### src/rtl/gobou_serial_wb.sv
// gobou_serial_wb: write-back stage after the ReLU stage.
// Serialises CORE-lane groups into image memory through two ping-pong banks.
module gobou_serial_wb #(
    parameter int DWIDTH  = 16,
    parameter int CORE    = 8,
    parameter int CORELOG = 3,
    parameter int IMGSIZE = 12,
    parameter int LWIDTH  = 10
) (
    input  logic                      clk,
    input  logic                      xrst,
    input  logic                      in_begin,
    input  logic                      in_valid,
    input  logic                      in_end,
    input  logic [CORE*DWIDTH-1:0]    relu_result,
    input  logic [IMGSIZE-1:0]        output_addr,
    input  logic [LWIDTH-1:0]         total_out,
    output logic                      mem_img_we,
    output logic [IMGSIZE-1:0]        mem_img_addr,
    output logic signed [DWIDTH-1:0]  write_result,
    output logic                      busy,
    output logic                      out_end,
    output logic                      overflow
);

    typedef enum logic [1:0] {IDLE, ACTIVE, FLUSH} state_e;

    state_e                        state_q, state_d;
    logic [IMGSIZE-1:0]            base_q, base_d;
    logic [LWIDTH-1:0]             total_q, total_d;
    logic [LWIDTH-1:0]             cnt_q, cnt_d;
    logic [CORELOG-1:0]            lane_q, lane_d;
    logic                          head_q, head_d;
    logic [1:0]                    full_q, full_d;
    logic [1:0][CORE*DWIDTH-1:0]   bank_q, bank_d;
    logic                          we_q, we_d;
    logic [IMGSIZE-1:0]            addr_q, addr_d;
    logic [DWIDTH-1:0]             data_q, data_d;
    logic                          busy_q, busy_d;
    logic                          end_q, end_d;
    logic                          ovf_q, ovf_d;

    logic                          issue;
    logic                          take;
    logic                          sel;
    logic                          put;
    logic                          last;
    logic [CORELOG-1:0]            ilane;
    logic [CORE*DWIDTH-1:0]        src;
    logic [DWIDTH-1:0]             word;
    logic [LWIDTH:0]               cnt_inc;

    // Next state: abort/start, lane issue from the head bank (or straight
    // from the input when both banks are idle), capture, and end detection.
    always_comb begin
        state_d = state_q;
        base_d  = base_q;
        total_d = total_q;
        cnt_d   = cnt_q;
        lane_d  = lane_q;
        head_d  = head_q;
        full_d  = full_q;
        bank_d  = bank_q;
        we_d    = 1'b0;
        addr_d  = addr_q;
        data_d  = data_q;
        busy_d  = busy_q;
        end_d   = 1'b0;
        ovf_d   = ovf_q;
        issue   = 1'b0;
        take    = 1'b0;
        sel     = head_q;
        put     = 1'b0;
        last    = 1'b0;
        ilane   = lane_q;
        src     = bank_q[head_q];
        word    = '0;
        cnt_inc = {1'b0, cnt_q} + {{LWIDTH{1'b0}}, 1'b1};

        if (in_begin) begin
            state_d = ACTIVE;
            busy_d  = 1'b1;
            base_d  = output_addr;
            total_d = total_out;
            cnt_d   = '0;
            lane_d  = '0;
            head_d  = 1'b0;
            full_d  = '0;
            ovf_d   = 1'b0;
        end else if (state_q != IDLE) begin
            take  = in_valid && (state_q == ACTIVE);
            issue = full_q[head_q];
            // Idle banks: the new group goes to bank 0 and lane 0 issues now.
            if (!issue && take) begin
                issue     = 1'b1;
                take      = 1'b0;
                sel       = 1'b0;
                src       = relu_result;
                ilane     = '0;
                full_d[0] = 1'b1;
                bank_d[0] = relu_result;
            end
            if (issue) begin
                for (int i = 0; i < CORE; i++) begin
                    if (ilane == CORELOG'(i)) begin
                        word = src[i*DWIDTH +: DWIDTH];
                    end
                end
                if (cnt_q < total_q) begin
                    we_d   = 1'b1;
                    addr_d = base_q + IMGSIZE'(cnt_q);
                    data_d = word;
                    cnt_d  = cnt_q + LWIDTH'(1);
                end
                // Layer quota reached: the rest of the bank is dropped.
                last = (ilane == CORELOG'(CORE - 1)) ||
                       (cnt_inc >= {1'b0, total_q});
                if (last) begin
                    full_d[sel] = 1'b0;
                    head_d      = ~sel;
                    lane_d      = '0;
                end else begin
                    head_d      = sel;
                    lane_d      = ilane + CORELOG'(1);
                end
            end
            if (take) begin
                if (!full_d[0] || !full_d[1]) begin
                    put = full_d[0];
                    if (!full_d[head_d]) begin
                        head_d = put;
                    end
                    full_d[put] = 1'b1;
                    bank_d[put] = relu_result;
                end else begin
                    ovf_d = 1'b1;
                end
            end
            if ((state_q == FLUSH || in_end) && !we_d && full_d == 2'b00) begin
                end_d   = 1'b1;
                busy_d  = 1'b0;
                state_d = IDLE;
            end else if (in_end) begin
                state_d = FLUSH;
            end
        end
    end

    // State and registered outputs.
    always_ff @(posedge clk or negedge xrst) begin
        if (!xrst) begin
            state_q <= IDLE;
            base_q  <= '0;
            total_q <= '0;
            cnt_q   <= '0;
            lane_q  <= '0;
            head_q  <= 1'b0;
            full_q  <= '0;
            bank_q  <= '0;
            we_q    <= 1'b0;
            addr_q  <= '0;
            data_q  <= '0;
            busy_q  <= 1'b0;
            end_q   <= 1'b0;
            ovf_q   <= 1'b0;
        end else begin
            state_q <= state_d;
            base_q  <= base_d;
            total_q <= total_d;
            cnt_q   <= cnt_d;
            lane_q  <= lane_d;
            head_q  <= head_d;
            full_q  <= full_d;
            bank_q  <= bank_d;
            we_q    <= we_d;
            addr_q  <= addr_d;
            data_q  <= data_d;
            busy_q  <= busy_d;
            end_q   <= end_d;
            ovf_q   <= ovf_d;
        end
    end

    assign mem_img_we   = we_q;
    assign mem_img_addr = addr_q;
    assign write_result = data_q;
    assign busy         = busy_q;
    assign out_end      = end_q;
    assign overflow     = ovf_q;

endmodule
### config.mk
export PLATFORM = sky130hd
export DESIGN_NAME = gobou_serial_wb
export DESIGN_NICKNAME = d
export VERILOG_FILES = /design/src/rtl/gobou_serial_wb.sv
export SDC_FILE = /design/constraint.sdc
export NUM_CORES = 1
export LEC_CHECK = 0
export BUFFER_PORTS_ARGS = -buffer_cell sky130_fd_sc_hd__buf_4
export CORE_ASPECT_RATIO = 1.4
export CORE_MARGIN = 1.5
export CORE_UTILIZATION = 45
export DETAILED_ROUTE_END_ITERATION = 8
export PLACE_DENSITY_LB_ADDON = 0.25
export SYNTH_ARGS = -nofsm -noshare
export SYNTH_HDL_FRONTEND = slang
export SYNTH_SLANG_ARGS = --single-unit
### constraint.sdc
create_clock -name clk -period 7.77 [get_ports clk]
set_input_delay 0.3885 -clock clk [delete_from_list [all_inputs] [get_ports clk]]
set_output_delay 0.3885 -clock clk [all_outputs]
set_load 0.05 [all_outputs]
==> results.toml <==
[worst_setup_path]
reg2reg_slack_ps = 2720
required_ps = 8180
cp_cell_sequence = "mux2_4, o21ai_1, inv_1, ha_1, a211oi_4, a31oi_4, o31ai_2, a21oi_4, buf_4, mux2_2"
crit_type = "reg2reg"
path_max_fanout = 62
critPathMaxStageDelay_ps = 970
cp_num_buf_inv = 2
crit_family = "compound AO/OA/AOI/OAI gates"
slowest_stage = "a21oi_4"
startpoint_type = "register"
cp.arrival_ps = 5460
endpoint_kind = "register"

[job]
drv_cap = 0

[grt]
grt_pass1_vias = 12720
groute.usage.overall = 0.245
antenna_found_initial = 2
grt_max_degree = 165
globalRouteOverflowTotal = 0
grt_pass1_wl_um = 75600

[sta]
rsz0062_at_grt = "false"
finClkSkew_ps = 19.7
max_slew_margin = 0.186
hold_viol_final = 0
final_max_slew_viol_count = 0
fin_crit_ps = 5050
hold_ws_ps = 57.4
tns_ps = 0
fmax_mhz = 198
setup_violations = 0
worstMarginPinSlew_ps = 1220
post-route-period-util = 0.650

[floorplan]
die-area_mm2 = 0.0404
die_x_um = 170
core_area_mm2 = 0.0385
die_h_um = 237
rows = 85
ios = 187
initial_core_util = 0.458

[cts]
cts_buffer_depth = 3
clk_latency_ps = 540
cts.sinks = 328
cts_tree = "built"
cts_resized = 0
ctsHtreeMaxLevel = 2
cts_buffers = 36
root_buffer = "clkbuf_16"
clk_pin_slew_ps = 60

[synth]
synth-seq-area-share = 0.466
synth.top_cell.area_share = 0.466
synth_edf_count = 0
yosys.area_share.adder = 0.0274
synth_area_per_cell_um2 = 12.1
async_reset_ff_frac = 1.00
synth_most_common_cell = "dfrtp_1"
synth_top_family_by_area = "multiplexers"
synth_cells = 1453
yosys.area.top_type = "dfrtp_1"
synth-compound-area-share = 0.119
ys_seq_elements = 328
synth_mux_area_frac = 0.275
synth_simple_gate_area_frac = 0.0603
yosys.area_share.xor_xnor = 0.00845
synth_flop_cell = "dfrtp_1"
ys_warn_count = 0
syn_nets = 1646
synth_common_cells = "328 x dfrtp_1, 121 x mux2_4, 110 x mux2i_1"
synth_cell_types = 74
syn_area_mm2 = 0.0176
ys_top_cells_by_area = "dfrtp_1 47%, mux2_4 10%, mux2_1 6.5%, mux2i_1 6.2%, mux2_2 4.4%"

[run_status]
outcome = "complete, no violations"

[final_layout]
area_growth_pct = 16.2
drive_gt1_frac = 0.290
multi_input_area_mm2 = 0.00866
nets = 1790
final-seq-area_mm2 = 0.00821
diodes = 0
fillers = 3380

[detailed_routing]
viasPerCell = 5.75
wirelength_um = 48600
first_pass_iters = 5
drc = 0
drtAntennaViolNets = 0
routedWlPerCell_um = 22.7
first_iter_violations = 816
vias = 12332

[placement]
io_buffer_count = 186
gp_congestion = 0.889
hpwl_um = 32800

[power]
p_per_area_mw_per_mm2 = 294
vdd_drop_max_mv = 0.262
p_leak_nw = 9.25

[hold_path]
hold_class = "in2reg"
-- placed cells by master, fill, tap and decap left out, drive strengths merged, types with 11 or more instances in the layout --
cell    netlist  layout
a22o         12      12
dfrtp       328     328
nand2        74      74
mux2        291     291
a21oi        67      67
o211ai       20      20
mux2i       111     111
a211oi       14      14
nor2         51      51
a31oi        11      11
ha           37      37
buf          56     208
inv          27      27
o21ai        83      83
nor3         17      17
clkbuf       47      53
nand3        35      35
and3         11      11
-- cell type report --
| type | count | share of cell area |
|---|---|---|
| clock inverter | 11 | 0.00922 |
| clock buffer | 53 | 0.0516 |
| timing repair buffer | 209 | 0.0783 |
| tap | 522 | 0.0319 |
| sequential | 328 | 0.401 |
| multi-input combinational | 994 | 0.423 |
| inverter | 28 | 0.00513 |
-- worst min-delay path, cell delays in order --
cell and delay (ps):
buf_4 70, nand2_1 40, o21ai_0 60
-- report_power, final --
part / total (mW) / switching (mW) / internal (mW)
logic: 1.66 / 0.843 / 0.819
registers: 2.52 / 0.296 / 2.23
clock network: 1.83 / 0.720 / 1.11
total: 6.01 / 1.86 / 4.16
-- logic make-up (layout without fill, tap and decap cells) --
kind of cell / after synthesis / in the layout
flip-flops: 328 / 328
AO/OA/AOI/OAI: 311 / 311
buffers and inverters: 131 / 301
multiplexers: 402 / 402
AND/OR/NAND/NOR: 226 / 226
adder cells (fa/ha/maj): 38 / 38
XOR/XNOR: 17 / 17
-- state kept, by name, summed over array words and instances, names as in the netlist, 2 cells and up --
name,flops
bank_q,256
write_result,16
base_q,12
mem_img_addr,12
cnt_q,10
total_q,10
lane_q,3
full_q,2
state_q,2
-- metrics by stage --
stage	cells	area (µm²)	worst slack [ps]	total power, mW	util
floorplan	1453	17600	4090	3.63	-
global placement	2080	19200	2790	4.15	0.499
detailed placement	2080	19200	2740	4.21	0.499
CTS	2145	20500	2720	6.06	0.532
global route	2145	20500	2460	6.30	0.532
finish	2145	20500	2720	6.01	0.532
-- worst paths after layout --
check                               startpoint           to  depth (start not counted)
worst min register to register      bank_q[93]   bank_q[93]                          1
max in group asynchronous                 xrst  bank_q[154]                          3
worst max register to register          head_q  bank_q[119]                         10
worst max-delay path                    head_q  bank_q[119]                         10
min in group asynchronous                 xrst  bank_q[250]                          2
worst min-delay path            output_addr[1]    base_q[1]                          3
-- timing repair --
| action | CTS | global route |
|---|---|---|
| setup buffers | 0 | 0 |
| hold buffers | 1 | 0 |
| hold endpoints to repair | 99 | 0 |
-- per-layer routing --
metal  track usage  vias to the layer above  routed length [µm]
met4        0.0885                        4                1730
met2         0.416                      356               24200
met5             0                        -                  30
met1         0.312                     6247               19800
met3        0.0441                       88                2770
li1              -                     5637                   -
Note: power is estimated with default switching activity, not from simulation.
